<file path="src/rtl/voice_pkg.sv">
// Shared types and default timing for the voice command path (sequencer and command FSM).
package voice_pkg;

  // Command codes carried on the 3-bit cmd bus.
  typedef enum logic [2:0] {
    WELCOME   = 3'd0,
    RECORDING = 3'd1,
    UP        = 3'd2,
    DOWN      = 3'd3,
    LEFT      = 3'd4,
    RIGHT     = 3'd5,
    STOP      = 3'd6,
    SILENCE   = 3'd7
  } cmd_t;

  // Sequencer states.
  typedef enum logic [1:0] {
    S_IDLE = 2'd0,
    S_REC  = 2'd1,
    S_HOLD = 2'd2
  } seq_state_t;

  // Defaults for a 50 MHz clock.
  localparam int unsigned DEBOUNCE_CYC_DEF = 500000;     // 10 ms
  localparam int unsigned HOLD_CYC_DEF     = 100000000;  // 2 s
  localparam int unsigned REC_TO_CYC_DEF   = 150000000;  // 3 s
  localparam logic [7:0]  CONF_MIN_DEF     = 8'd128;

  // Counter width able to hold 0..n-1, never narrower than one bit.
  function automatic int unsigned cnt_width(input int unsigned n);
    return (n > 1) ? $clog2(n) : 1;
  endfunction

endpackage

</file>
<file path="src/rtl/key_debounce.sv">
// Two-flop synchroniser plus debounce counter for an active-low pushbutton.
// Output 'stable' is the accepted key level (1 = released).
module key_debounce
  import voice_pkg::*;
#(
  parameter int unsigned DEBOUNCE_CYC = DEBOUNCE_CYC_DEF
) (
  input  logic clk,
  input  logic rstb,
  input  logic key_n_raw,
  output logic stable
);

  localparam int unsigned     CntW    = cnt_width(DEBOUNCE_CYC);
  localparam logic [CntW-1:0] CntLast = CntW'(DEBOUNCE_CYC - 1);

  logic            sync1_q, sync2_q;
  logic            stable_q, stable_d;
  logic [CntW-1:0] cnt_q, cnt_d;

  // Synchroniser; resets to the released level.
  always_ff @(posedge clk or negedge rstb) begin
    if (!rstb) begin
      sync1_q <= 1'b1;
      sync2_q <= 1'b1;
    end else begin
      sync1_q <= key_n_raw;
      sync2_q <= sync1_q;
    end
  end

  // Count consecutive samples that disagree with the accepted level; any agreeing
  // sample (a bounce back) restarts the count. The count tops out at CntLast.
  always_comb begin
    stable_d = stable_q;
    cnt_d    = '0;
    if (sync2_q != stable_q) begin
      if (cnt_q >= CntLast) begin
        stable_d = sync2_q;
      end else begin
        cnt_d = cnt_q + 1'b1;
      end
    end
  end

  // Debounce state register.
  always_ff @(posedge clk or negedge rstb) begin
    if (!rstb) begin
      stable_q <= 1'b1;
      cnt_q    <= '0;
    end else begin
      stable_q <= stable_d;
      cnt_q    <= cnt_d;
    end
  end

  assign stable = stable_q;

endmodule

</file>
<file path="src/rtl/cmd_sequencer.sv">
// Command sequencer: debounced KEY0 drives IDLE -> REC, ARM results are gated on
// confidence and held on cmd. Optional macro CMD_HOLD_TIMEOUT_EN builds the hold
// timer that returns to WELCOME after HOLD_CYC cycles; without it S_HOLD persists.
module cmd_sequencer
  import voice_pkg::*;
#(
  parameter int unsigned DEBOUNCE_CYC = DEBOUNCE_CYC_DEF,
  parameter int unsigned HOLD_CYC     = HOLD_CYC_DEF,
  parameter int unsigned REC_TO_CYC   = REC_TO_CYC_DEF,
  parameter logic [7:0]  CONF_MIN     = CONF_MIN_DEF
) (
  input  logic       clk,
  input  logic       rstb,
  input  logic       key_n_raw,
  output logic       btn_level,
  input  logic       arm_valid,
  output logic       arm_ready,
  input  logic [2:0] arm_cmd,
  input  logic [7:0] arm_conf,
  output logic [2:0] cmd,
  output logic       cmd_reject
);

  localparam int unsigned    WdW    = cnt_width(REC_TO_CYC);
  localparam logic [WdW-1:0] WdLast = WdW'(REC_TO_CYC - 1);

  logic       key_stable;
  logic       btn_prev_q;
  logic       press;
  seq_state_t state_q, state_d;
  cmd_t       cmd_q, cmd_d;
  logic       ready_q, ready_d;
  logic       reject_q, reject_d;
  logic [WdW-1:0] wd_q, wd_d;
  logic       handshake;
  logic       result_ok;
  logic       wd_expired;
  logic       hold_expired;

  key_debounce #(
    .DEBOUNCE_CYC(DEBOUNCE_CYC)
  ) u_key_debounce (
    .clk      (clk),
    .rstb     (rstb),
    .key_n_raw(key_n_raw),
    .stable   (key_stable)
  );

  assign btn_level = ~key_stable;

  // Previous debounced level, for the press edge detector.
  always_ff @(posedge clk or negedge rstb) begin
    if (!rstb) begin
      btn_prev_q <= 1'b0;
    end else begin
      btn_prev_q <= btn_level;
    end
  end

  assign press      = btn_level & ~btn_prev_q;
  assign handshake  = arm_valid & ready_q;
  // Codes 0 and 1 are sequencer-internal and never valid classifier results.
  assign result_ok  = (arm_cmd >= 3'd2) && (arm_conf >= CONF_MIN);
  assign wd_expired = (wd_q >= WdLast);

`ifdef CMD_HOLD_TIMEOUT_EN
  localparam int unsigned      HoldW    = cnt_width(HOLD_CYC);
  localparam logic [HoldW-1:0] HoldLast = HoldW'(HOLD_CYC - 1);

  logic [HoldW-1:0] hold_q, hold_d;

  assign hold_expired = (hold_q >= HoldLast);

  // Hold timer runs only while S_HOLD persists; saturating.
  always_comb begin
    hold_d = '0;
    if (state_q == S_HOLD && state_d == S_HOLD) begin
      hold_d = (hold_q == '1) ? hold_q : hold_q + 1'b1;
    end
  end

  // Hold timer register.
  always_ff @(posedge clk or negedge rstb) begin
    if (!rstb) begin
      hold_q <= '0;
    end else begin
      hold_q <= hold_d;
    end
  end
`else
  // No hold timer: S_HOLD is left only by a press or reset, so HOLD_CYC has no effect.
  assign hold_expired = 1'b0;
  if (HOLD_CYC == 0) begin : g_hold_cyc_unused
  end
`endif

  // Next state and registered outputs; handshake beats watchdog, press beats hold expiry.
  always_comb begin
    state_d  = state_q;
    cmd_d    = cmd_q;
    ready_d  = ready_q;
    reject_d = 1'b0;
    unique case (state_q)
      S_IDLE: begin
        if (press) begin
          state_d = S_REC;
          cmd_d   = RECORDING;
          ready_d = 1'b1;
        end
      end
      S_REC: begin
        if (handshake) begin
          state_d = S_HOLD;
          ready_d = 1'b0;
          if (result_ok) begin
            cmd_d = cmd_t'(arm_cmd);
          end else begin
            cmd_d    = SILENCE;
            reject_d = 1'b1;
          end
        end else if (wd_expired) begin
          state_d = S_IDLE;
          cmd_d   = WELCOME;
          ready_d = 1'b0;
        end
      end
      S_HOLD: begin
        if (press) begin
          state_d = S_REC;
          cmd_d   = RECORDING;
          ready_d = 1'b1;
        end else if (hold_expired) begin
          state_d = S_IDLE;
          cmd_d   = WELCOME;
        end
      end
      default: begin
        state_d = S_IDLE;
        cmd_d   = WELCOME;
        ready_d = 1'b0;
      end
    endcase
  end

  // Recording watchdog runs only while S_REC persists; saturating.
  always_comb begin
    wd_d = '0;
    if (state_q == S_REC && state_d == S_REC) begin
      wd_d = (wd_q == '1) ? wd_q : wd_q + 1'b1;
    end
  end

  // Sequencer state and output registers.
  always_ff @(posedge clk or negedge rstb) begin
    if (!rstb) begin
      state_q  <= S_IDLE;
      cmd_q    <= WELCOME;
      ready_q  <= 1'b0;
      reject_q <= 1'b0;
      wd_q     <= '0;
    end else begin
      state_q  <= state_d;
      cmd_q    <= cmd_d;
      ready_q  <= ready_d;
      reject_q <= reject_d;
      wd_q     <= wd_d;
    end
  end

  assign cmd        = cmd_q;
  assign arm_ready  = ready_q;
  assign cmd_reject = reject_q;

endmodule

</file>
<file path="config.mk">
export PLATFORM = sky130hd
export DESIGN_NAME = cmd_sequencer
export DESIGN_NICKNAME = d
export VERILOG_FILES = /design/src/rtl/voice_pkg.sv /design/src/rtl/key_debounce.sv /design/src/rtl/cmd_sequencer.sv
export SDC_FILE = /design/constraint.sdc
export NUM_CORES = 1
export LEC_CHECK = 0
export BUFFER_PORTS_ARGS = -buffer_cell sky130_fd_sc_hd__buf_2
export CAP_MARGIN = 10
export CORE_MARGIN = 8
export CORE_UTILIZATION = 55
export DETAILED_ROUTE_END_ITERATION = 6
export GPL_ROUTABILITY_DRIVEN = 0
export PLACE_DENSITY = 0.77
export SYNTH_ARGS = -nofsm -noshare
export SYNTH_HDL_FRONTEND = slang
export SYNTH_SLANG_ARGS = --single-unit
export TNS_END_PERCENT = 20
</file>
<file path="constraint.sdc">
create_clock -name clk -period 2.2 [get_ports clk]
set_input_delay 0.33 -clock clk [delete_from_list [all_inputs] [get_ports clk]]
set_output_delay 0.33 -clock clk [all_outputs]
set_load 0.01 [all_outputs]
</file>
# After elaboration in Yosys (flattened, before gate mapping)
# Cells that the tools add are included.
[word_totals] regBits=58 inputBits=15 output_inout_bits=6 word_cells=54
[classes] addsub=2 order_cmp=4 eq_ne=8 mux=20 bitwise=4 n_reduce_logical=6
[op_table] cell="28-bit 2-to-1 mux" count=2
[op_table] cell="19-bit 2-to-1 mux" count=2
[op_table] cell="28-bit by 1-bit adder with 28-bit output (second input constant)" count=1
[op_table] cell="28-bit == test (second input constant)" count=1
[op_table] cell="28-bit >= comparator (second input constant)" count=1
[op_table] cell="19-bit by 1-bit adder with 19-bit output (second input constant)" count=1
[op_table] cell="19-bit >= comparator (second input constant)" count=1
[op_table] cell="3-bit 2-to-1 mux" count=4
[op_table] cell="8-bit >= comparator (second input constant)" count=1
[op_table] cell="1-bit 2-to-1 mux" count=6
[op_table] cell="2-bit 2-to-1 mux" count=3
[op_table] cell="3-bit case mux with 2 select lines" count=1
[op_table] cell="2-bit by 1-bit == test with 1-bit output (second input constant)" count=2
[op_table] cell="2-bit case mux with 2 select lines" count=1
[op_table] cell="2-bit AND reduction" count=2
[op_table] cell="3-bit by 2-bit >= comparator with 1-bit output (second input constant)" count=1
[op_table] cell="3-bit inequality test (second input constant)" count=1
[op_table] cell="1-bit AND" count=2
[op_table] cell="2-bit == test (second input constant)" count=1
[op_table] cell="1-bit logical AND" count=2
[op_table] cell="2-bit logical NOT" count=1
[op_table] cell="2-bit by 1-bit inequality test with 1-bit output (second input constant)" count=1
[op_table] cell="2-bit inequality test (second input constant)" count=1
[op_table] cell="1-bit NOT" count=2
[op_table] cell="3 further kinds" count=3

# Logic depth before layout (Yosys ltp)
[logic_depth] word_depth=7 ltp_mapped=7 depth_no_buf=6

# By module
# From an unflattened synthesis, not the netlist that was laid out.
[unflattened] hier_cells=322 hier_area_um2=3111.7
[by_module_without_submodules] module="cmd_sequencer" n_inst=1 cells_per_inst=210 area_per_inst_um2=1969.4 seq_area_each_um2=900.9
[by_module_without_submodules] module="key_debounce" n_inst=1 cells_per_inst=112 area_per_inst_um2=1142.3 seq_area_each_um2=554.3

# Worst setup path after synthesis
# No wires, ideal clock.
[synth_path] kind="reg-to-reg" start="register wd_q[0]" end="register wd_q[26]" setup_ns=0.120 arrival_time_ns=1.762 required_ns=2.080 setup_slack_ns=0.319 path_stages_with_launch=7 n_path_buf=0 synth_period_minus_slack_ns=1.881 cell_sequence="dfrtp_1 ha_1 nand3_1 nor4_4 nand3_2 or3_1 and3b_1"
[synth_between] elab_chain_cells=7 word_cells_on_any_way=11 cone_classes="add/sub (1); order compare (1); eq/ne (3); mux (5); reduce/logical (1)"
[synth_lines] element="from (decl)" line_no="cmd_sequencer.sv:34" text="logic [WdW-1:0] wd_q, wd_d;"
[synth_lines] element="from (signal assigned)" line_no="cmd_sequencer.sv:166" text="wd_q <= wd_d;"
[synth_lines] element="28-bit >= comparator" line_no="cmd_sequencer.sv:64" text="assign wd_expired = (wd_q >= WdLast);"
[synth_lines] element="2-bit 2-to-1 mux" line_no="cmd_sequencer.sv:121" text="end else if (wd_expired) begin"
[synth_lines] element="2-bit 2-to-1 mux" line_no="cmd_sequencer.sv:112" text="if (handshake) begin"
[synth_lines] element="2-bit case mux with 2 select lines" line_no="cmd_sequencer.sv:103" text="unique case (state_q)"
[synth_lines] element="2-bit by 1-bit == test with 1-bit output" line_no="cmd_sequencer.sv:148" text="if (state_q == S_REC && state_d == S_REC) begin"
[synth_lines] element="1-bit logical AND" line_no="cmd_sequencer.sv:148"
[synth_lines] element="2-bit inequality test (no line) / 28-bit 2-to-1 mux (equally long branches)"
# Parallel ways exist; a longest one is shown, timed or not. The select of a mux whose other input is x is not followed.
# A chain may end at the register's enable or synchronous reset.

# Worst setup path after layout
[layout_path] start="register wd_q[9]" end="register wd_q[10]"
# The elaborated chain is that of the path after synthesis.

==> results.sh <==
export IMPL_power_density_nw_per_um2=588
export IMPL_drc=0
export IMPL_synth_edf_count=0
export IMPL_async_flop_share=1.00
export IMPL_yosys_warnings=0
export IMPL_cts_root_buffer="clkbuf_8"
export IMPL_route_antenna_remaining_nets=0
export IMPL_n_antenna_cell=0
export IMPL_wire_per_inst_um=13.9
export IMPL_synthFlopType="dfrtp_1"
export IMPL_crit_arrival_ps=2330
export IMPL_crit_start="wd_q[9]$_DFFE_PN0P_"
export IMPL_drv_cap=0
export IMPL_worstSetupEndpointType="register"
export IMPL_die_w_um=90.0
export IMPL_via_per_inst=5.67
export IMPL_min_from="key_n_raw"
export IMPL_dp_final_hpwl_um=4130
export IMPL_wl_um=5790
export IMPL_syn2layout_area_growth_pct=13.8
export IMPL_num_rows=27
export IMPL_clock_tree_buffer_depth=2
export IMPL_fin_crit_sh=0.935
export IMPL_start_kind="register"
export IMPL_final_net_count=356
export IMPL_antenna_found_initial=0
export IMPL_die_y_um=90.0
export IMPL_die_area_um2=8110
export IMPL_pin_count=21
export IMPL_r2r_start="wd_q[9]$_DFFE_PN0P_"
export IMPL_core_area_um2=5410
export IMPL_placedCellCount=399
export IMPL_required_ps=2480
export IMPL_cts_htree_levels=3
export IMPL_vdd_ir_drop_max_uv=407
export IMPL_skew_ps=12.6
export IMPL_grt_overflow=0
export IMPL_setup_viol=0
export IMPL_syn_num_nets=325
export IMPL_cts_tree="built"
export IMPL_syn_area_um2=3010
export IMPL_drive_gt1_frac=0.163
export IMPL_p_leak_nw=1.41
export IMPL_port_buffers=13
export IMPL_synth_cells=308
export IMPL_tightestPinTransition_ps=547
export IMPL_yosysTopAreaCell="dfrtp_1"
export IMPL_start_util=0.558
export IMPL_fmax_ghz=0.486
export IMPL_drv_slew=0
export IMPL_status="complete, no violations"
export IMPL_crit_type="register to register"
export IMPL_seq_area_frac_synth=0.483
export IMPL_vias=2357
export IMPL_fin_cells=416
export IMPL_cts_sinks=58
export IMPL_ys_top_cells_by_area="dfrtp_1, xnor2_1, nor2_1"
export IMPL_synth_seq_cells=58
export IMPL_cts_made_buffers=9
export IMPL_grt_pass1_vias=2359
export IMPL_path_clk_slew_ps=70
export IMPL_max_slew_margin=0.626
export IMPL_synth_top_cell_area_share=0.457
export IMPL_clock_latency_ps=340
export IMPL_finalHoldViolCount=0
export IMPL_track_usage=0.153
export IMPL_firstDrtPassIters=5
export IMPL_holdCritPathClass="primary input to register"
export IMPL_timing_final_crit_period_ps=2060
export IMPL_grt_max_degree=23
export IMPL_synth_common_cells="dfrtp_1, nor2_1, xnor2_1"
export IMPL_finalSetupTns_ps=0
export IMPL_drtIter0Drc=148
export IMPL_worst_path_max_fanout=18
export IMPL_synth_distinct_cells=50
export IMPL_grt_pass1_wl_um=10400
export IMPL_postSynthAreaPerCell_um2=9.79
export IMPL_yosysMostFrequentCell="dfrtp_1"
==> sequential cells by signal, summed over array words and instances, names as in the netlist <==
| signal | cells |
|---|---|
| u_key_debounce.stable | 1 |
| wd_q | 28 |
| arm_ready | 1 |
| u_key_debounce.sync2_q | 1 |
| btn_prev_q | 1 |
| u_key_debounce.cnt_q | 19 |
| cmd | 3 |
| state_q | 2 |
| u_key_debounce.sync1_q | 1 |
| cmd_reject | 1 |
==> layout by cell type (no fill, tap or decap), types with 4 or more instances in the layout <==
master / count
a211oi_1: 6
a21oi_1: 8
and2_1: 4
and3_1: 6
and4_1: 6
buf_2: 13
buf_4: 14
clkbuf_8: 9
clkinv_2: 4
dfrtp_1: 55
inv_1: 9
nand2_1: 19
nand3_1: 13
nand4_1: 17
nand4b_1: 4
nor2_1: 52
nor3_1: 4
o21ai_0: 6
xnor2_1: 25
xor2_1: 12
==> kinds of logic (layout without fill, tap and decap cells) <==
| kind of cell | after synthesis | in the layout | synth area share |
|---|---|---|---|
| xor+xnor | 37 | 37 | 0.108 |
| flops | 58 | 58 | 0.483 |
| buf+inv | 18 | 54 | 0.0241 |
| simple gates | 147 | 147 | 0.269 |
| compound gates | 44 | 44 | 0.102 |
| fa+ha+maj | 2 | 2 | 0.00830 |
| mux | 2 | 2 | 0.00706 |
==> per-stage QoR <==
| stage | utilization | setup WS (ps) | total power (W) | instance area [µm²] | hold slack [ps] |
|---|---|---|---|---|---|
| 6_report | 0.634 | 142 | 0.00202 | 3430 | 83.3 |
| 3_5_place_dp | 0.602 | 180 | 0.00122 | 3260 | 310 |
| 5_1_grt | 0.634 | -32.0 | 0.00210 | 3430 | 70.0 |
| 4_1_cts | 0.634 | 167 | 0.00204 | 3430 | 69.7 |
| 2_1_floorplan | - | 319 | 0.00116 | 3010 | 34.4 |
| 3_3_place_gp | 0.602 | 149 | 0.00122 | 3260 | 304 |
==> worst paths after layout <==
path | end | slack, ps | cells after the start
min reg2reg | u_key_debounce.sync2_q$_DFF_PN1_ | 360 | 0
max in group asynchronous | u_key_debounce.sync2_q$_DFF_PN1_ | 1010 | 3
min | u_key_debounce.sync1_q$_DFF_PN1_ | 80 | 1
max reg2reg | wd_q[10]$_DFFE_PN0P_ | 140 | 6
min in group asynchronous | u_key_debounce.cnt_q[15]$_DFF_PN0_ | 490 | 2
max | wd_q[10]$_DFFE_PN0P_ | 140 | 6
==> layout make-up <==
cell class / count / area [µm²]
multi-input cells: 232 / 1490
repair buffers: 29 / 200
clock buffers: 10 / 128
flip-flops and latches: 58 / 1460
well taps: 72 / 90.1
inverters: 9 / 33.8
clock inverters: 6 / 35.0
fillers: 462 / 1980
==> power by group <==
| part | switching, W | leakage, nW | internal, W |
|---|---|---|---|
| combinational | 0.0000525 | 0.539 | 0.0000385 |
| clock | 0.000420 | 0.0818 | 0.000399 |
| sequential | 0.0000163 | 0.786 | 0.00109 |
| total | 0.000488 | 1.41 | 0.00153 |
==> routing by layer <==
layer,up-vias,track usage,share of wire
li1,1169,-,-
met2,47,0.240,0.48
met1,1128,0.191,0.47
met3,13,0.0416,0.036
met4,0,0.0777,0.019
met5,-,0,0
==> what timing repair did <==
item,4_1_cts,5_1_grt
resized for setup,0,1
setup endpoints to repair,0,2
setup buffers,0,0
hold buffers,1,0
endpoints found under the hold margin,19,0
==> critical path, cell delays in order (launching register included) <==
cell	delay, ps
dfrtp_1	430
a2111oi_1	470
o21ai_0	230
a211o_1	400
buf_12	190
a31oi_1	140
o21a_1	130
Power figures use the tool's default switching activity.
